--- config.mk ---
export PLATFORM = sky130hd
export DESIGN_NAME = button_pulse_gen_flat
export DESIGN_NICKNAME = d
export VERILOG_FILES = /design/src/rtl/button_pulse_gen_pkg.sv /design/src/rtl/button_pulse_gen_if.sv /design/src/rtl/button_pulse_gen_sync_2ff.sv /design/src/rtl/button_pulse_gen.sv /design/src/flat_wrapper.sv
export SDC_FILE = /design/constraint.sdc
export NUM_CORES = 1
export LEC_CHECK = 0
export CORE_MARGIN = 2
export CORE_UTILIZATION = 41
export DETAILED_ROUTE_END_ITERATION = 10
export GPL_TIMING_DRIVEN = 0
export SLEW_MARGIN = 20
export SYNTH_ARGS = -nofsm -noshare
export SYNTH_HDL_FRONTEND = slang
export SYNTH_HIERARCHICAL = 1
export SYNTH_SLANG_ARGS = --single-unit
--- constraint.sdc ---
create_clock -name clk -period 4.3 [get_ports clk]
set_input_delay 0.86 -clock clk [delete_from_list [all_inputs] [get_ports clk]]
set_output_delay 0.86 -clock clk [all_outputs]
set_load 0.03 [all_outputs]
--- src/rtl/button_pulse_gen_pkg.sv ---
// Shared definitions for the push-button conditioner: 3-bit FSM state encoding,
// exported so downstream benches and monitors can decode the state register.
package button_pulse_gen_pkg;

  typedef enum logic [2:0] {
    ST_IDLE       = 3'd0,
    ST_PRESS_DB   = 3'd1,
    ST_HELD       = 3'd2,
    ST_REPEAT     = 3'd3,
    ST_RELEASE_DB = 3'd4
  } bpg_state_e;

  function automatic logic is_pressed_state(input bpg_state_e s);
    return (s == ST_HELD) || (s == ST_REPEAT) || (s == ST_RELEASE_DB);
  endfunction

endpackage

--- src/rtl/button_pulse_gen_if.sv ---
// Button-side signal bundle: raw button and repeat enable in, count-enable pulse
// and debounced level out.
interface button_pulse_gen_if;
  logic btn_in;
  logic repeat_en;
  logic pulse;
  logic pressed;

  modport master (output btn_in, output repeat_en, input pulse, input pressed);
  modport slave  (input btn_in, input repeat_en, output pulse, output pressed);
endinterface

--- src/rtl/button_pulse_gen_sync_2ff.sv ---
// Generic two-flop synchronizer for asynchronous inputs; both stages reset to 0.
module sync_2ff #(
  parameter int unsigned WIDTH = 1
) (
  input  logic             clk,
  input  logic             rst,
  input  logic [WIDTH-1:0] d,
  output logic [WIDTH-1:0] q
);

  logic [WIDTH-1:0] meta_q, meta_d;
  logic [WIDTH-1:0] sync_q, sync_d;

  always_comb begin
    meta_d = d;
    sync_d = meta_q;
  end

  always_ff @(posedge clk or posedge rst) begin
    if (rst) begin
      meta_q <= '0;
      sync_q <= '0;
    end else begin
      meta_q <= meta_d;
      sync_q <= sync_d;
    end
  end

  assign q = sync_q;

endmodule

--- src/rtl/button_pulse_gen.sv ---
// Push-button conditioner: synchronize, debounce, emit one count-enable pulse per
// press, with optional auto-repeat while held. Outputs are registered.
module button_pulse_gen
  import button_pulse_gen_pkg::*;
#(
  parameter int unsigned DEBOUNCE_CYCLES = 1_000_000,
  parameter int unsigned HOLD_CYCLES     = 50_000_000,
  parameter int unsigned REPEAT_CYCLES   = 10_000_000,
  parameter int unsigned CNT_W           = 26
) (
  input logic               clk,
  input logic               rst,
  button_pulse_gen_if.slave bus
);

  localparam logic [CNT_W-1:0] DB_LAST   = CNT_W'(DEBOUNCE_CYCLES - 1);
  localparam logic [CNT_W-1:0] HOLD_LAST = CNT_W'(HOLD_CYCLES - 1);
  localparam logic [CNT_W-1:0] REP_LAST  = CNT_W'(REPEAT_CYCLES - 1);
  localparam logic [CNT_W-1:0] CNT_ONE   = CNT_W'(1);

  logic btn_s;

  sync_2ff #(.WIDTH(1)) u_sync (
    .clk (clk),
    .rst (rst),
    .d   (bus.btn_in),
    .q   (btn_s)
  );

  bpg_state_e       state_q, state_d;
  logic [CNT_W-1:0] cnt_q, cnt_d;
  logic             pulse_q, pulse_d;
  logic             pressed_q, pressed_d;

  always_comb begin
    state_d = state_q;
    cnt_d   = cnt_q + CNT_ONE;
    pulse_d = 1'b0;
    // Release (btn_s low) is tested first in every held state so it wins over repeat.
    case (state_q)
      ST_IDLE: begin
        cnt_d = '0;
        if (btn_s) state_d = ST_PRESS_DB;
      end
      ST_PRESS_DB: begin
        if (!btn_s) begin
          state_d = ST_IDLE;
          cnt_d   = '0;
        end else if (cnt_q == DB_LAST) begin
          state_d = ST_HELD;
          cnt_d   = '0;
          pulse_d = 1'b1;
        end
      end
      ST_HELD: begin
        if (!btn_s) begin
          state_d = ST_RELEASE_DB;
          cnt_d   = '0;
        end else if (bus.repeat_en && cnt_q == HOLD_LAST) begin
          state_d = ST_REPEAT;
          cnt_d   = '0;
          pulse_d = 1'b1;
        end else if (cnt_q == HOLD_LAST) begin
          cnt_d = cnt_q;
        end
      end
      ST_REPEAT: begin
        if (!btn_s) begin
          state_d = ST_RELEASE_DB;
          cnt_d   = '0;
        end else if (!bus.repeat_en) begin
          state_d = ST_HELD;
          cnt_d   = '0;
        end else if (cnt_q == REP_LAST) begin
          cnt_d   = '0;
          pulse_d = 1'b1;
        end
      end
      ST_RELEASE_DB: begin
        if (btn_s) begin
          state_d = ST_HELD;
          cnt_d   = '0;
        end else if (cnt_q == DB_LAST) begin
          state_d = ST_IDLE;
          cnt_d   = '0;
        end
      end
      default: begin
        state_d = ST_IDLE;
        cnt_d   = '0;
      end
    endcase
    pressed_d = is_pressed_state(state_d);
  end

  always_ff @(posedge clk or posedge rst) begin
    if (rst) begin
      state_q   <= ST_IDLE;
      cnt_q     <= '0;
      pulse_q   <= 1'b0;
      pressed_q <= 1'b0;
    end else begin
      state_q   <= state_d;
      cnt_q     <= cnt_d;
      pulse_q   <= pulse_d;
      pressed_q <= pressed_d;
    end
  end

  assign bus.pulse   = pulse_q;
  assign bus.pressed = pressed_q;

endmodule

--- src/flat_wrapper.sv ---
// flat-port wrapper written by rule: the top's interface ports become plain ports
module button_pulse_gen_flat import button_pulse_gen_pkg::*;
#(
  parameter int unsigned DEBOUNCE_CYCLES = 1_000_000,
  parameter int unsigned HOLD_CYCLES     = 50_000_000,
  parameter int unsigned REPEAT_CYCLES   = 10_000_000,
  parameter int unsigned CNT_W           = 26
)
  (clk, rst, bus_btn_in, bus_repeat_en, bus_pulse, bus_pressed);
  button_pulse_gen_if bus_i ();
  input logic clk;
  input logic rst;
  input wire logic [$bits(bus_i.btn_in)-1:0] bus_btn_in;
  input wire logic [$bits(bus_i.repeat_en)-1:0] bus_repeat_en;
  output wire logic [$bits(bus_i.pulse)-1:0] bus_pulse;
  output wire logic [$bits(bus_i.pressed)-1:0] bus_pressed;
  assign bus_i.btn_in = bus_btn_in;
  assign bus_i.repeat_en = bus_repeat_en;
  assign bus_pulse = bus_i.pulse;
  assign bus_pressed = bus_i.pressed;
  button_pulse_gen #(.DEBOUNCE_CYCLES(DEBOUNCE_CYCLES), .HOLD_CYCLES(HOLD_CYCLES), .REPEAT_CYCLES(REPEAT_CYCLES), .CNT_W(CNT_W)) u_core (.clk(clk), .rst(rst), .bus(bus_i));
endmodule
======== Word-level counts from Yosys, hierarchy flattened ========
Cells that the tools add are included.
word-level totals
  logic and storage cells ................. 50
  register bits after elaboration ......... 33
  input bits .............................. 4
  output and inout bits ................... 2
operators by class
  muxes and demuxes ....................... 28
  add/sub/neg operators ................... 1
  reduce and logical (&&, ||, !) cells .... 4
  equal/unequal tests ..................... 11
operator list
  cell                                                               number
  26-bit two-way mux                                                 9
  26-bit case mux with 4 select lines                                1
  3-bit two-way mux                                                  9
  26-bit by 1-bit adder with 26-bit output, second input constant    1
  26-bit by 20-bit == test with 1-bit output, second input constant  1
  26-bit by 24-bit == test with 1-bit output, second input constant  1
  26-bit == test, second input constant                              1
  3-bit case mux with 5 select lines                                 1
  3-bit by 2-bit == test with 1-bit output, second input constant    4
  1-bit two-way mux                                                  7
  3-bit == test, second input constant                               2
  4-bit inequality test, second input constant                       1
  3-bit by 1-bit == test with 1-bit output, second input constant    1
  3-bit zero test                                                    1
  1-bit case mux with 3 select lines                                 1
  1-bit logical OR                                                   2
  1-bit logical AND                                                  1

======== Logic depth before layout (Yosys ltp) ========
  word-level depth ........................ 8
  depth in mapped cells ................... 7
  mapped depth without buffers ............ 6

======== Modules after synthesis ========
Netlist, hierarchy kept.
modules (own cells, without submodules)
  module            sequential area each (um2)  instances  area each (um2)  cells an instance
  button_pulse_gen  775.7                       1          1860.5           200
  sync_2ff          50.0                        1          53.8             3

======== Least setup slack after synthesis ========
Ideal clock, no wire load.
  kind .................................... reg-to-reg
  start ................................... register u_core.cnt_q[7]
  end ..................................... register u_core.cnt_q[3]
  clock period less this slack ............ 2.083 ns
  required time ........................... 4.174 ns
  buffers on the path ..................... 2
  cell stages (with the launch flop) ...... 8
  library setup time ...................... 0.126 ns
  arrival ................................. 1.957 ns
  path slack .............................. 2.217 ns
  path through ............................ dfrtp_1 buf_4 or4b_4 nor4_4 a21oi_2 o32ai_4 buf_6 a21oi_1
between the ends
  word-level cells in the longest chain between the ends .. 5
  elaborated cells on any way between the ends .. 14
  classes of those cells .................. eq/ne: 4; mux: 9; reduce/logical: 1
ends and longest elaborated chain
  item                                                                                 RTL line                                                                source
  from (decl)                                                                          button_pulse_gen.sv:31                                                  logic [CNT_W-1:0] cnt_q, cnt_d;
  from (signal assigned)                                                               button_pulse_gen.sv:104                                                 cnt_q <= cnt_d;
  26-bit by 24-bit == test with 1-bit output / 26-bit == test (equally long branches)  button_pulse_gen.sv:74, button_pulse_gen.sv:59, button_pulse_gen.sv:63
  26-bit two-way mux / 1-bit logical AND (equally long branches)                       button_pulse_gen.sv:74, button_pulse_gen.sv:59
  26-bit two-way mux, on equally long branches                                         button_pulse_gen.sv:71, button_pulse_gen.sv:59
  26-bit two-way mux, on equally long branches                                         button_pulse_gen.sv:68, button_pulse_gen.sv:56
  26-bit case mux with 4 select lines                                                  button_pulse_gen.sv:40                                                  case (state_q)
Several ways; a longest one is shown, not always the timed one.
A chain may end at the register's enable or synchronous reset.

======== Worst setup path after layout ========
  start ................................... register u_core.cnt_q[8]
  end ..................................... register u_core.cnt_q[3]
Same word-level chain as after synthesis.

==> impl_metrics.ini <==
[global_routing]
overflow = 0
globalRouteTotalUtil_pct = 18.3
grt_start_max_net_pins = 32
antenna_found_initial = 0
grt_pass1_vias = 1593
grt_pass1_wl_um = 7490

[timing]
slew_viol_final = 0
setup_viol = 0
worst_pin_slew_ps = 904
fin_skew_ps = 2.50
post-route-period-util_pct = 59.3
min_period_ps = 2550
tns_ps = 0
clock.fmax_mhz = 392
hold_violations = 0
rsz0062_at_grt = no
relSlewSlack_pct = 39.3

[synthesis]
seq_area_frac_synth_pct = 43.1
synth_async_sr_flop_share_pct = 100
syn_area_um2 = 1910
netlist-cell-type-count = 47
ys_ff_latch = 33
ys_warn_count = 6
syn_inst = 203
ys_dominant_reg_cell = dfrtp_1
syn_avg_cell_area_um2 = 9.43
syn-num-nets = 208
synth_edf_count = 0

[clock_network]
cts_setup_buffers = 0
clkTransAtPathRegs_ps = 60
h-tree-depth = 2
numCtsBuffers = 5
cts_tree = done
cts.sinks = 33
cts-root-buf = clkbuf_8
hold_buffers = 0
clkLatencyLatePin_ps = 280
clockBufferDepth = 2
cts-resized-gates = 0

[route]
postRouteAntennaNets = 0
via_count = 1592
drt-initial-drc-count = 97
first_pass_iters = 4
post-route-drc-count = 0
drt_wl_total_um = 4330
vias_per_cell = 5.96
routedWlPerCell_um = 16.2

[die]
rows = 24
coreArea_um2 = 4410
die_area_um2 = 5230
start_util_pct = 43.4
die_y_um = 72.3
die_x_um = 72.3
pin_count = 6

[setup_path]
reg2regPathDepth = 6
crit_required_ps = 4460
crit_fanout = 10
crit_slowest_cell = nor4_1
cp.depth = 6
critical_path.startpoint_type = flip-flop
critPathTopFamily = simple AND/OR/NAND/NOR gates
cpPeakStageDelay_ps = 700
worst-setup-path-type = flip-flop to flip-flop
worst_setup_path_end_kind = flip-flop
cp_num_buf_inv = 1
arrival_ps = 2710
path_cells = or2_2 -> nor4_1 -> a31oi_2 -> o32ai_4 -> buf_6 -> a21oi_1

[place]
post-dp-hpwl_um = 3100
port_buffers = 5
gp_congestion = 0.848

[finish]
drive_gt1_share_pct = 10.2
nNetsFinal = 220
antenna_cells = 0
layout_commonest_cell = dfrtp_1
post-route-util_pct = 48.1
syn2layout_area_growth_pct = 10.8
most-common-layout-cells = 33 x dfrtp_1, 27 x nor2_1, 15 x xor2_1

[power_and_ir_drop]
leakage_nw = 0.831
powerDensity_nw_per_um2 = 270
ir_worst_vdd_v = 0.000124

[hold_path]
hold_depth = 0
holdCritPathClass = flip-flop to flip-flop

[flow_run]
maxCapViolations = 0

[run_status]
outcome = finished clean
## layout make-up
type / count / area (µm²)
Clock buffer: 7 / 86.3
Tap cell: 52 / 65.1
Sequential cell: 33 / 826
Fill cell: 431 / 2290
Buffer: 5 / 38.8
Inverter: 6 / 22.5
Multi-Input combinational cell: 159 / 1030
Timing Repair Buffer: 5 / 50.0
## worst reg2reg max path, stage by stage (launching register included)
cell	delay, ps
dfrtp_1	470
or2_2	330
nor4_1	700
a31oi_2	220
o32ai_4	430
buf_6	220
a21oi_1	60
## per-layer routing
layer  vias to the layer above  track usage (%)  routed length (µm)
li1                        762                -                   -
met1                       785             23.9                2000
met2                        39             29.9                2060
met3                         6             4.17                 204
met4                         0             6.08                  70
met5                         -                0                   0
## through the flow
stage	total power [W]	worst slack [ps]	area [µm²]	hold WS, ps	instances
global route	0.000598	1630	2120	363	267
CTS	0.000581	1800	2120	362	267
detailed placement	0.000345	1820	2030	347	260
global placement	0.000344	1860	2030	338	260
finish	0.000574	1750	2120	357	267
floorplan	0.000336	2220	1910	331	203
## cell families (layout without fill, tap and decap cells)
group	Yosys count	after routing	share of synthesized area [%]
mux	1	1	0.523
flops	33	33	43.1
buf+inv	11	23	3.20
simple gates	112	112	33.7
fa+ha+maj	1	1	0.653
compound gates	27	27	10.5
xor+xnor	18	18	8.24
## worst paths after layout
path,slack (ps),start,end
worst min register to register,360,u_core/u_sync/meta_q$_DFF_PP0_,u_core/u_sync/q$_DFF_PP0_
min in group asynchronous,780,rst,u_core/u_sync/meta_q$_DFF_PP0_
worst min-delay path,360,u_core/u_sync/meta_q$_DFF_PP0_,u_core/u_sync/q$_DFF_PP0_
max in group asynchronous,2830,rst,u_core/cnt_q[2]$_DFFE_PP0P_
worst max-delay path,1750,u_core/cnt_q[8]$_DFFE_PP0P_,u_core/cnt_q[3]$_DFFE_PP0P_
worst max register to register,1750,u_core/cnt_q[8]$_DFFE_PP0P_,u_core/cnt_q[3]$_DFFE_PP0P_
## where the power goes
| group | switching (W) | leakage, nW | total (W) | internal (W) |
|---|---|---|---|---|
| clock network | 0.000108 | 0.0443 | 0.000234 | 0.000127 |
| registers | 0.00000283 | 0.454 | 0.000315 | 0.000313 |
| logic | 0.0000154 | 0.333 | 0.0000237 | 0.00000836 |
## Yosys cell counts, types with 5 or more instances
cell     number  area, µm²
a21oi_1       8       40.0
and3_1        5       31.3
dfrtp_1      33        826
inv_1         6       22.5
nand2_1      14       52.6
nand3_1      11       55.1
nand4_1      11       68.8
nor2_1       27        101
nor3_1        5       25.0
nor4_1        5       31.3
o21ai_0       5       25.0
or3_1         6       37.5
xor2_1       15        131
## sequential cells by signal (all words and copies together) (netlist names)
register              flops
u_core/u_sync/meta_q      1
u_core/bus.pulse          1
u_core/state_q            3
u_core/bus.pressed        1
u_core/u_sync/q           1
u_core/cnt_q             26
No activity file was read; power rests on OpenSTA's default activity.
